$ cat config.mk
export PLATFORM = sky130hd
export DESIGN_NAME = mvb_master_scheduler
export DESIGN_NICKNAME = d
export VERILOG_FILES = /design/src/rtl/mvb_master_scheduler.sv
export SDC_FILE = /design/constraint.sdc
export NUM_CORES = 1
export LEC_CHECK = 0
export CAP_MARGIN = 5
export CORE_UTILIZATION = 40
export CTS_BUF_LIST = sky130_fd_sc_hd__clkbuf_16
export DETAILED_ROUTE_END_ITERATION = 7
export PLACE_DENSITY = 0.57
export SETUP_SLACK_MARGIN = 0.05
export SKIP_LAST_GASP = 1
export SLEW_MARGIN = 20
export SYNTH_ARGS = -nofsm -noshare
export SYNTH_HDL_FRONTEND = slang
export SYNTH_SLANG_ARGS = --single-unit
$ cat constraint.sdc
create_clock -name CLK -period 3.7 [get_ports CLK]
set_clock_uncertainty 0.1 [all_clocks]
set_input_delay 0.37 -clock CLK [delete_from_list [all_inputs] [get_ports CLK]]
set_output_delay 0.37 -clock CLK [all_outputs]
set_load 0.005 [all_outputs]
$ cat src/rtl/mvb_master_scheduler.sv
// MVB bus-administrator poll sequencer: one master frame per table entry per macro period.
// Build option: define SCHED_STATS_EN to add saturating timeout/error counters (cnt_timeout/cnt_error).
module mvb_master_scheduler #(
    parameter int unsigned NUM_PORTS     = 8,
    parameter int unsigned CLK_PER_US    = 100,
    parameter int unsigned PERIOD_US     = 1000,
    parameter int unsigned SEND_HOLD     = 30,
    parameter int unsigned REPLY_TIMEOUT = 4000
) (
    input  logic                         CLK,
    input  logic                         RESET,
    input  logic                         enable,
    input  logic                         cfg_we,
    input  logic [$clog2(NUM_PORTS)-1:0] cfg_addr,
    input  logic [15:0]                  cfg_data,
    output logic [15:0]                  enc_data,
    output logic                         enc_fifo_we,
    output logic [6:0]                   enc_frame_length,
    output logic                         enc_m_frame,
    output logic                         enc_s_frame,
    output logic                         enc_send_frame,
    input  logic                         enc_frame_over,
    input  logic                         dec_frame_over,
    input  logic                         dec_error,
    output logic                         busy,
    output logic                         cycle_start,
    output logic                         overrun,
    output logic                         stat_valid,
    output logic [$clog2(NUM_PORTS)-1:0] stat_index,
`ifdef SCHED_STATS_EN
    output logic [15:0]                  cnt_timeout,
    output logic [15:0]                  cnt_error,
`endif
    output logic [1:0]                   stat_code
);

    localparam int unsigned IW = $clog2(NUM_PORTS);
    localparam logic [15:0] PRE_MAX  = 16'(CLK_PER_US - 1);
    localparam logic [15:0] PER_MAX  = 16'(PERIOD_US - 1);
    localparam logic [15:0] HOLD_MAX = 16'(SEND_HOLD - 1);
    localparam logic [15:0] TMO_MAX  = 16'(REPLY_TIMEOUT - 1);

    typedef enum logic [3:0] {
        StIdle, StStart, StFetch, StLoad, StSend, StWaitTx, StWaitRx, StRecord, StNext, StEnd
    } state_e;

    state_e        state_q, state_d;
    logic [IW-1:0] idx_q, idx_d;
    logic [15:0]   cnt_q, cnt_d;
    logic [1:0]    code_q, code_d;
    logic [15:0]   data_q, data_d;
    logic [15:0]   table_q [NUM_PORTS];
    logic [15:0]   pre_q, per_q;
    logic          flag_q, flag_clr, period_tick, end_wait_q;
    logic [2:0]    efo_sync, dfo_sync;
    logic [1:0]    err_sync;
    logic          tx_edge, rx_edge;
    logic [15:0]   entry;

    // Third flop of each chain only remembers the previous synchronised value for edge detection.
    assign tx_edge     = efo_sync[1] & ~efo_sync[2];
    assign rx_edge     = dfo_sync[1] & ~dfo_sync[2];
    assign entry       = table_q[idx_q];
    assign period_tick = enable && (pre_q == PRE_MAX) && (per_q == PER_MAX);

    always_ff @(posedge CLK or negedge RESET) begin
        if (!RESET) begin
            efo_sync <= '0;
            dfo_sync <= '0;
            err_sync <= '0;
        end else begin
            efo_sync <= {efo_sync[1:0], enc_frame_over};
            dfo_sync <= {dfo_sync[1:0], dec_frame_over};
            err_sync <= {err_sync[0], dec_error};
        end
    end

    always_ff @(posedge CLK or negedge RESET) begin
        if (!RESET) begin
            for (int i = 0; i < NUM_PORTS; i++) table_q[i] <= 16'hF000;
        end else if (cfg_we) begin
            table_q[cfg_addr] <= cfg_data;
        end
    end

    always_ff @(posedge CLK or negedge RESET) begin
        if (!RESET) begin
            pre_q  <= '0;
            per_q  <= '0;
            flag_q <= 1'b0;
        end else begin
            if (enable) begin
                if (pre_q == PRE_MAX) begin
                    pre_q <= '0;
                    per_q <= (per_q == PER_MAX) ? 16'd0 : per_q + 16'd1;
                end else begin
                    pre_q <= pre_q + 16'd1;
                end
            end
            // A fresh period tick wins over a clear in the same cycle.
            flag_q <= (flag_q & ~flag_clr) | period_tick;
        end
    end

    always_ff @(posedge CLK or negedge RESET) begin
        if (!RESET) begin
            state_q    <= StIdle;
            idx_q      <= '0;
            cnt_q      <= '0;
            code_q     <= '0;
            data_q     <= '0;
            end_wait_q <= 1'b0;
        end else begin
            state_q    <= state_d;
            idx_q      <= idx_d;
            cnt_q      <= cnt_d;
            code_q     <= code_d;
            data_q     <= data_d;
            end_wait_q <= (state_q == StEnd);
        end
    end

    always_comb begin
        state_d  = state_q;
        idx_d    = idx_q;
        cnt_d    = cnt_q;
        code_d   = code_q;
        data_d   = data_q;
        flag_clr = 1'b0;
        case (state_q)
            StIdle:   if (enable) state_d = StStart;
            StStart: begin
                idx_d   = '0;
                state_d = StFetch;
            end
            StFetch: begin
                if (entry[15:12] == 4'hF) begin
                    state_d = StNext;
                end else begin
                    data_d  = entry;
                    cnt_d   = '0;
                    state_d = StLoad;
                end
            end
            StLoad, StSend: begin
                if (cnt_q == HOLD_MAX) begin
                    cnt_d   = '0;
                    state_d = (state_q == StLoad) ? StSend : StWaitTx;
                end else begin
                    cnt_d = cnt_q + 16'd1;
                end
            end
            StWaitTx: begin
                if (tx_edge) begin
                    cnt_d   = '0;
                    state_d = StWaitRx;
                end else if (cnt_q == TMO_MAX) begin
                    code_d  = 2'b01;
                    state_d = StRecord;
                end else begin
                    cnt_d = cnt_q + 16'd1;
                end
            end
            StWaitRx: begin
                // Frame reception takes priority over a coincident timeout.
                if (rx_edge) begin
                    code_d  = err_sync[1] ? 2'b10 : 2'b00;
                    state_d = StRecord;
                end else if (cnt_q == TMO_MAX) begin
                    code_d  = 2'b01;
                    state_d = StRecord;
                end else begin
                    cnt_d = cnt_q + 16'd1;
                end
            end
            StRecord: state_d = StNext;
            StNext: begin
                if (!enable) begin
                    state_d = StIdle;
                end else if (idx_q == IW'(NUM_PORTS - 1)) begin
                    state_d = StEnd;
                end else begin
                    idx_d   = idx_q + IW'(1);
                    state_d = StFetch;
                end
            end
            StEnd: begin
                if (!enable) begin
                    state_d = StIdle;
                end else if (flag_q) begin
                    flag_clr = 1'b1;
                    state_d  = StStart;
                end
            end
            default: state_d = StIdle;
        endcase
    end

    // Overrun only when the flag was already set on the first END cycle.
    assign overrun          = (state_q == StEnd) && enable && flag_q && !end_wait_q;
    assign busy             = (state_q != StIdle) && (state_q != StEnd);
    assign cycle_start      = (state_q == StStart);
    assign enc_fifo_we      = (state_q == StLoad);
    assign enc_send_frame   = (state_q == StSend);
    assign enc_m_frame      = (state_q == StLoad) || (state_q == StSend);
    assign enc_s_frame      = 1'b0;
    assign enc_frame_length = busy ? 7'd1 : 7'd0;
    assign enc_data         = data_q;
    assign stat_valid       = (state_q == StRecord);
    assign stat_index       = idx_q;
    assign stat_code        = code_q;

`ifdef SCHED_STATS_EN
    always_ff @(posedge CLK or negedge RESET) begin
        if (!RESET) begin
            cnt_timeout <= '0;
            cnt_error   <= '0;
        end else if (state_q == StRecord) begin
            if (code_q == 2'b01 && cnt_timeout != 16'hFFFF) cnt_timeout <= cnt_timeout + 16'd1;
            if (code_q == 2'b10 && cnt_error != 16'hFFFF) cnt_error <= cnt_error + 16'd1;
        end
    end
`endif

endmodule

==> flow_summary.ini, run 1 <==
[run_status]
outcome = complete, no violations

[place]
place_congestion = 0.858
portBuffers = 54
dpl.cell_count = 1117
post-dp-hpwl_microns = 13800

[worst_setup_path]
critPathKind = flip-flop to output pin
start_kind = flip-flop
critPathCaptureType = output pin
critPathMaxFanout = 18
r2r_cells = 6
r2r-start = stat_index[2]
r2r-end = state_q[0]
critPathRequiredTime_ns = 3.23
worstPathArrival_ns = 2.63
ff2ff_setup_slack_ns = 0.85

[detailed_routing]
post_drt_via_cell_ratio = 5.42
antenna_left = 0
wl_microns = 21600
drt-initial-drc-count = 432
first_pass_iters = 4
drc = 0
via_count = 6295
wl_per_cell_microns = 18.6

[final_layout]
final_cells = 1162
drive_above_1_share_pct = 30.8
nets = 852
ff_latch_area_sq_mm = 0.00532
multiInputGateArea_sq_mm = 0.00440
antenna_cells = 0
nFillCells = 2189
syn_to_final_growth_pct = 16.1

[clock_network]
root_buffer = clkbuf_16
cts_max_path_buffers = 3
cts_buffers = 24
cts_sinks = 211
cts_tree = done
clock_latency_ns = 0.52
clkTransAtPathRegs_ns = 0.06
cts_max_level = 1
cts_resized = 0
postCtsSetupRepairBufs = 0

[die]
core_area_sq_mm = 0.0244
std_cell_rows = 57
io_pins = 62
die_h_microns = 160
die_w_microns = 160
dieArea_sq_mm = 0.0256
start_util_pct = 40.9

[synth]
synth_top_area_share_pct = 44.9
synth_most_common_cell = dfrtp_1
synth-seq-area-share_pct = 53.3
synth-seq-cells = 211
synth.area.top_cells = dfrtp_1 45%, mux2_2 14%, dfstp_2 8.4%, mux4_2 5.2%, nand2_1 2.6%
syn_inst = 762
synth_area_sq_mm = 0.00997
syn_area_per_cell_sq_um = 13.1
synth.distinct_cells = 68
synthTopCellsByCount = 179 x dfrtp_1, 128 x mux2_2, 70 x nand2_1, 32 x dfstp_2, 23 x mux4_2
ys.flop_type = dfrtp_1
synth_top_area_cell = dfrtp_1
synth_edf_count = 0
synthArstFlopShare_pct = 100
ys_warn_count = 0

[job]
drv_cap = 0

[global_route]
grt_max_degree = 106
grt_use_total_pct = 17.3
grt_pass1_wl_microns = 35800
grt_pass1_vias = 6737
antenna_found_initial = 0
overflow = 0

[timing]
min_period_ns = 3.10
timing.final.crit_share_pct = 83.7
tightest_slew_ns = 1.06
holdWs_ns = 0.214
slew_headroom_pct = 28.8
clock.fmax_mhz = 323
rsz0062_at_grt = false
drv_slew = 0
hold_violations = 0
finalSetupTns_ns = 0
setup_violations = 0

[pwr]
power_density_mw_per_mm2 = 632
power_uw = 7320
peakVddDrop_v = 0.000310
p_leak_uw = 0.00482

[worst_hold_path]
min_from = dec_frame_over
hold_depth = 1
hold_end = dfo_sync[0]
hold_path_class = primary input to flip-flop
## critical path, stage by stage (launching register included)
cell             delay [ns]
dfrtp_1                0.68
nand2b_1               0.20
nor3b_1                0.30
nand2_1                0.11
nor3b_1                0.28
clkdlybuf4s50_1        0.55
## per-stage QoR
stage / utilization (%) / worst slack [ns] / area, sq um
3_3_place_gp: 44.4 / 0.942 / 10800
3_5_place_dp: 44.4 / 0.831 / 10800
2_1_floorplan: - / 1.52 / 10000
4_1_cts: 47.5 / 0.577 / 11600
6_report: 47.5 / 0.603 / 11600
5_1_grt: 47.5 / 0.406 / 11600
## power breakdown
part	internal [uW]	switching [uW]	total, uW
Combinational	1030	883	1920
Sequential	2830	392	3220
Clock	1260	921	2180
## final cells by class
cell class / count / share of cell area [%]
flip-flops and latches: 211 / 46.0
multi-input cells: 503 / 38.0
repair buffers: 70 / 5.87
clock buffers: 26 / 5.62
well taps: 324 / 3.50
clock inverters: 18 / 0.756
inverters: 10 / 0.324
## registers in the layout, summed over array words and instances, names as in the netlist, 2 cells and up
register    count
efo_sync        3
table_q       128
state_q         4
per_q          16
cnt_q          16
err_sync        2
dfo_sync        3
stat_code       2
stat_index      3
enc_data       16
pre_q          16
## cell families after synthesis
group	after synthesis	synth area share (%)
flops	211	53.3
simple gates	207	11.5
mux	179	24.1
compound gates	82	5.49
buf+inv	54	2.84
xor+xnor	22	1.93
fa+ha+maj	6	0.753
other cells	1	0.0376
## cell usage in the layout, fill, tap and decap left out, types with 17 or more instances in the layout
cell and count:
nor2_1 18, dfrtp_1 178, mux2_2 128, o21ai_0 17, mux4_2 23, xnor2_1 17, clkbuf_16 26, clkdlybuf4s50_1 53
nand3_1 19, dfstp_2 32, nand2_1 70
## routing by layer
layer  global-route usage (%)  vias up  share of wire (%)
li1                         -     2895                  -
met1                     23.2     3245                 46
met2                     29.4      122                 49
met3                     2.88       33                3.6
met4                     4.42        0                1.7
met5                        0        -                  0
## how the worst max path moves through the flow
| stage | from | endpoint | slack [ns] |
|---|---|---|---|
| 6_report | state_q[0] | overrun | 0.60 |
| 5_1_grt | state_q[0] | overrun | 0.41 |
| 4_1_cts | state_q[0] | overrun | 0.58 |
| 3_5_place_dp | stat_index[2] | state_q[0] | 0.83 |
| 3_3_place_gp | stat_index[2] | state_q[0] | 0.94 |
| 2_1_floorplan | stat_index[0] | cnt_q[11] | 1.52 |
## what timing repair did
action / 4_1_cts / 5_1_grt
setup endpoints to repair: 0 / 0
hold buffers: 1 / 0
hold endpoints to repair: 56 / 0
No activity file was read; power rests on OpenSTA's default activity.
==> inputs of run 2 (changes only) <==
--- a/config.mk
+++ b/config.mk
@@ -9,7 +9,7 @@
 export CORE_UTILIZATION = 40
 export CTS_BUF_LIST = sky130_fd_sc_hd__clkbuf_16
 export DETAILED_ROUTE_END_ITERATION = 7
-export PLACE_DENSITY = 0.57
+export PLACE_DENSITY = 0.6
 export SETUP_SLACK_MARGIN = 0.05
 export SKIP_LAST_GASP = 1
 export SLEW_MARGIN = 20
==> constraint.sdc (replaced) <==
create_clock -name CLK -period 2.55 [get_ports CLK]
set_clock_uncertainty 0.1 [all_clocks]
set_input_delay 0.255 -clock CLK [delete_from_list [all_inputs] [get_ports CLK]]
set_output_delay 0.255 -clock CLK [all_outputs]
set_load 0.005 [all_outputs]
==> run 2 against run 1 <==
Cell count rose by 2.1%. Largest power group unchanged. Sequential cell count did not move. Register-to-register slack got worse by 0.69 ns. Sequential power rose by 42%. Die area did not move. Via count fell by 1.1%. Final area rose by 2.1%. Total power rose by 49%. Critical path depth did not move. Largest cell class unchanged.
==> flow_summary.ini, run 2 (synthesis results as in run 1) <==
[detailed_routing]
drt-initial-drc-count = 300
via_count = 6226
wl_per_cell_microns = 17.7
first_pass_iters = 4
post_drt_via_cell_ratio = 5.25
wl_microns = 21000
antenna_left = 0
drc = 0

[pwr]
power_density_mw_per_mm2 = 921
peakVddDrop_v = 0.000519
p_leak_uw = 0.00498
power_uw = 10900

[clock_network]
cts_max_level = 1
clock_latency_ns = 0.52
cts_max_path_buffers = 3
root_buffer = clkbuf_16
cts_sinks = 211
cts_buffers = 23
cts_tree = done
clkTransAtPathRegs_ns = 0.06

[final_layout]
final_cells = 1186
drive_above_1_share_pct = 33.2
top_register = table_q
largest_reg_flops = 128
syn_to_final_growth_pct = 18.5
antenna_cells = 0
final_cell_mix = 176 x dfrtp_1, 128 x mux2_2, 69 x nand2_1
nets = 877
postLayoutCellArea_sq_mm = 0.0118
final_common_cell = dfrtp_1

[place]
portBuffers = 54
post-dp-hpwl_microns = 13700
place_congestion = 0.832
placed_area_sq_mm = 0.0110
dpl.cell_count = 1141

[timing]
slew_headroom_pct = 62.6
setup_violations = 0
hold_violations = 0
tightest_slew_ns = 0.555
min_period_ns = 2.40
clock.fmax_mhz = 417
rsz0062_at_grt = true
timing.final.crit_share_pct = 94.0
drv_slew = 0
finalSetupTns_ns = 0

[worst_setup_path]
critPathKind = flip-flop to output pin
path_buf_inv = 3
worstPathArrival_ns = 2.04
critPathMaxFanout = 12
critPathRequiredTime_ns = 2.19
crit_family = buffers and inverters
crit_path_top_delay_cell = clkdlybuf4s50_1
start_kind = flip-flop
critPathMaxStageDelay_ns = 0.44
critPathCaptureType = output pin
path_cells = buf_4 > and3b_1 > o21bai_2 > inv_1 > clkdlybuf4s50_1

[die]
std_cell_rows = 57
dieArea_sq_mm = 0.0256
die_w_microns = 160
die_h_microns = 160
io_pins = 62
start_util_pct = 40.9
core_area_sq_mm = 0.0244

[global_route]
overflow = 0
grt_pass1_vias = 6509
grt_use_total_pct = 17.0
grt_max_degree = 64
grt_pass1_wl_microns = 35000
antenna_found_initial = 0

[worst_hold_path]
hold_path_class = primary input to flip-flop

[job]
drv_cap = 0

[run_status]
outcome = complete, no violations
## run 2: worst paths after layout
path	from	to	slack (ns)	cells after the start
setup / recovery	state_q[0]	enc_m_frame	0.15	5
hold / removal	dec_frame_over	dfo_sync[0]	0.1	1
setup reg to reg	cnt_q[1]	cnt_q[10]	0.16	8
hold reg to reg	err_sync[0]	err_sync[1]	0.25	0
max in group asynchronous	RESET	table_q[108]	1.42	3
min in group asynchronous	RESET	pre_q[11]	0.18	2
## run 2: metal layers
metal | track usage, % | wire length [microns]
met5 | 0 | 0
met1 | 23.7 | 9980
met4 | 3.90 | 325
met3 | 2.65 | 675
met2 | 28.1 | 10000
## run 2: power breakdown
part           internal (uW)  switching [uW]  leakage [uW]
sequential              4120             461       0.00258
clock                   1840            1320      0.000383
combinational           1730            1410       0.00202
## run 2: cell type report
| class | count | area (sq um) |
|---|---|---|
| clock buffers | 23 | 576 |
| clock inverters | 19 | 141 |
| multi-input cells | 503 | 4420 |
| repair buffers | 96 | 915 |
| fillers | 2240 | 12600 |
| inverters | 10 | 37.5 |
| well taps | 324 | 405 |
| flip-flops and latches | 211 | 5330 |
## run 2: what timing repair did
item,4_1_cts,5_1_grt
pin swaps,2,4
hold endpoints to repair,57,0
buffers inserted,1,1
resized for setup,5,5
setup endpoints to repair,3,9
hold buffers,1,0
## run 2: through the flow
step                worst slack, ns  hold slack, ns  utilization [%]
global placement              0.103           0.174             45.2
CTS                          0.0412          0.0848             48.3
detailed placement           0.0561           0.183             45.2
global route                 0.0379           0.103             48.5
floorplan                     0.367          -0.141                -
finish                        0.153          0.0973             48.5
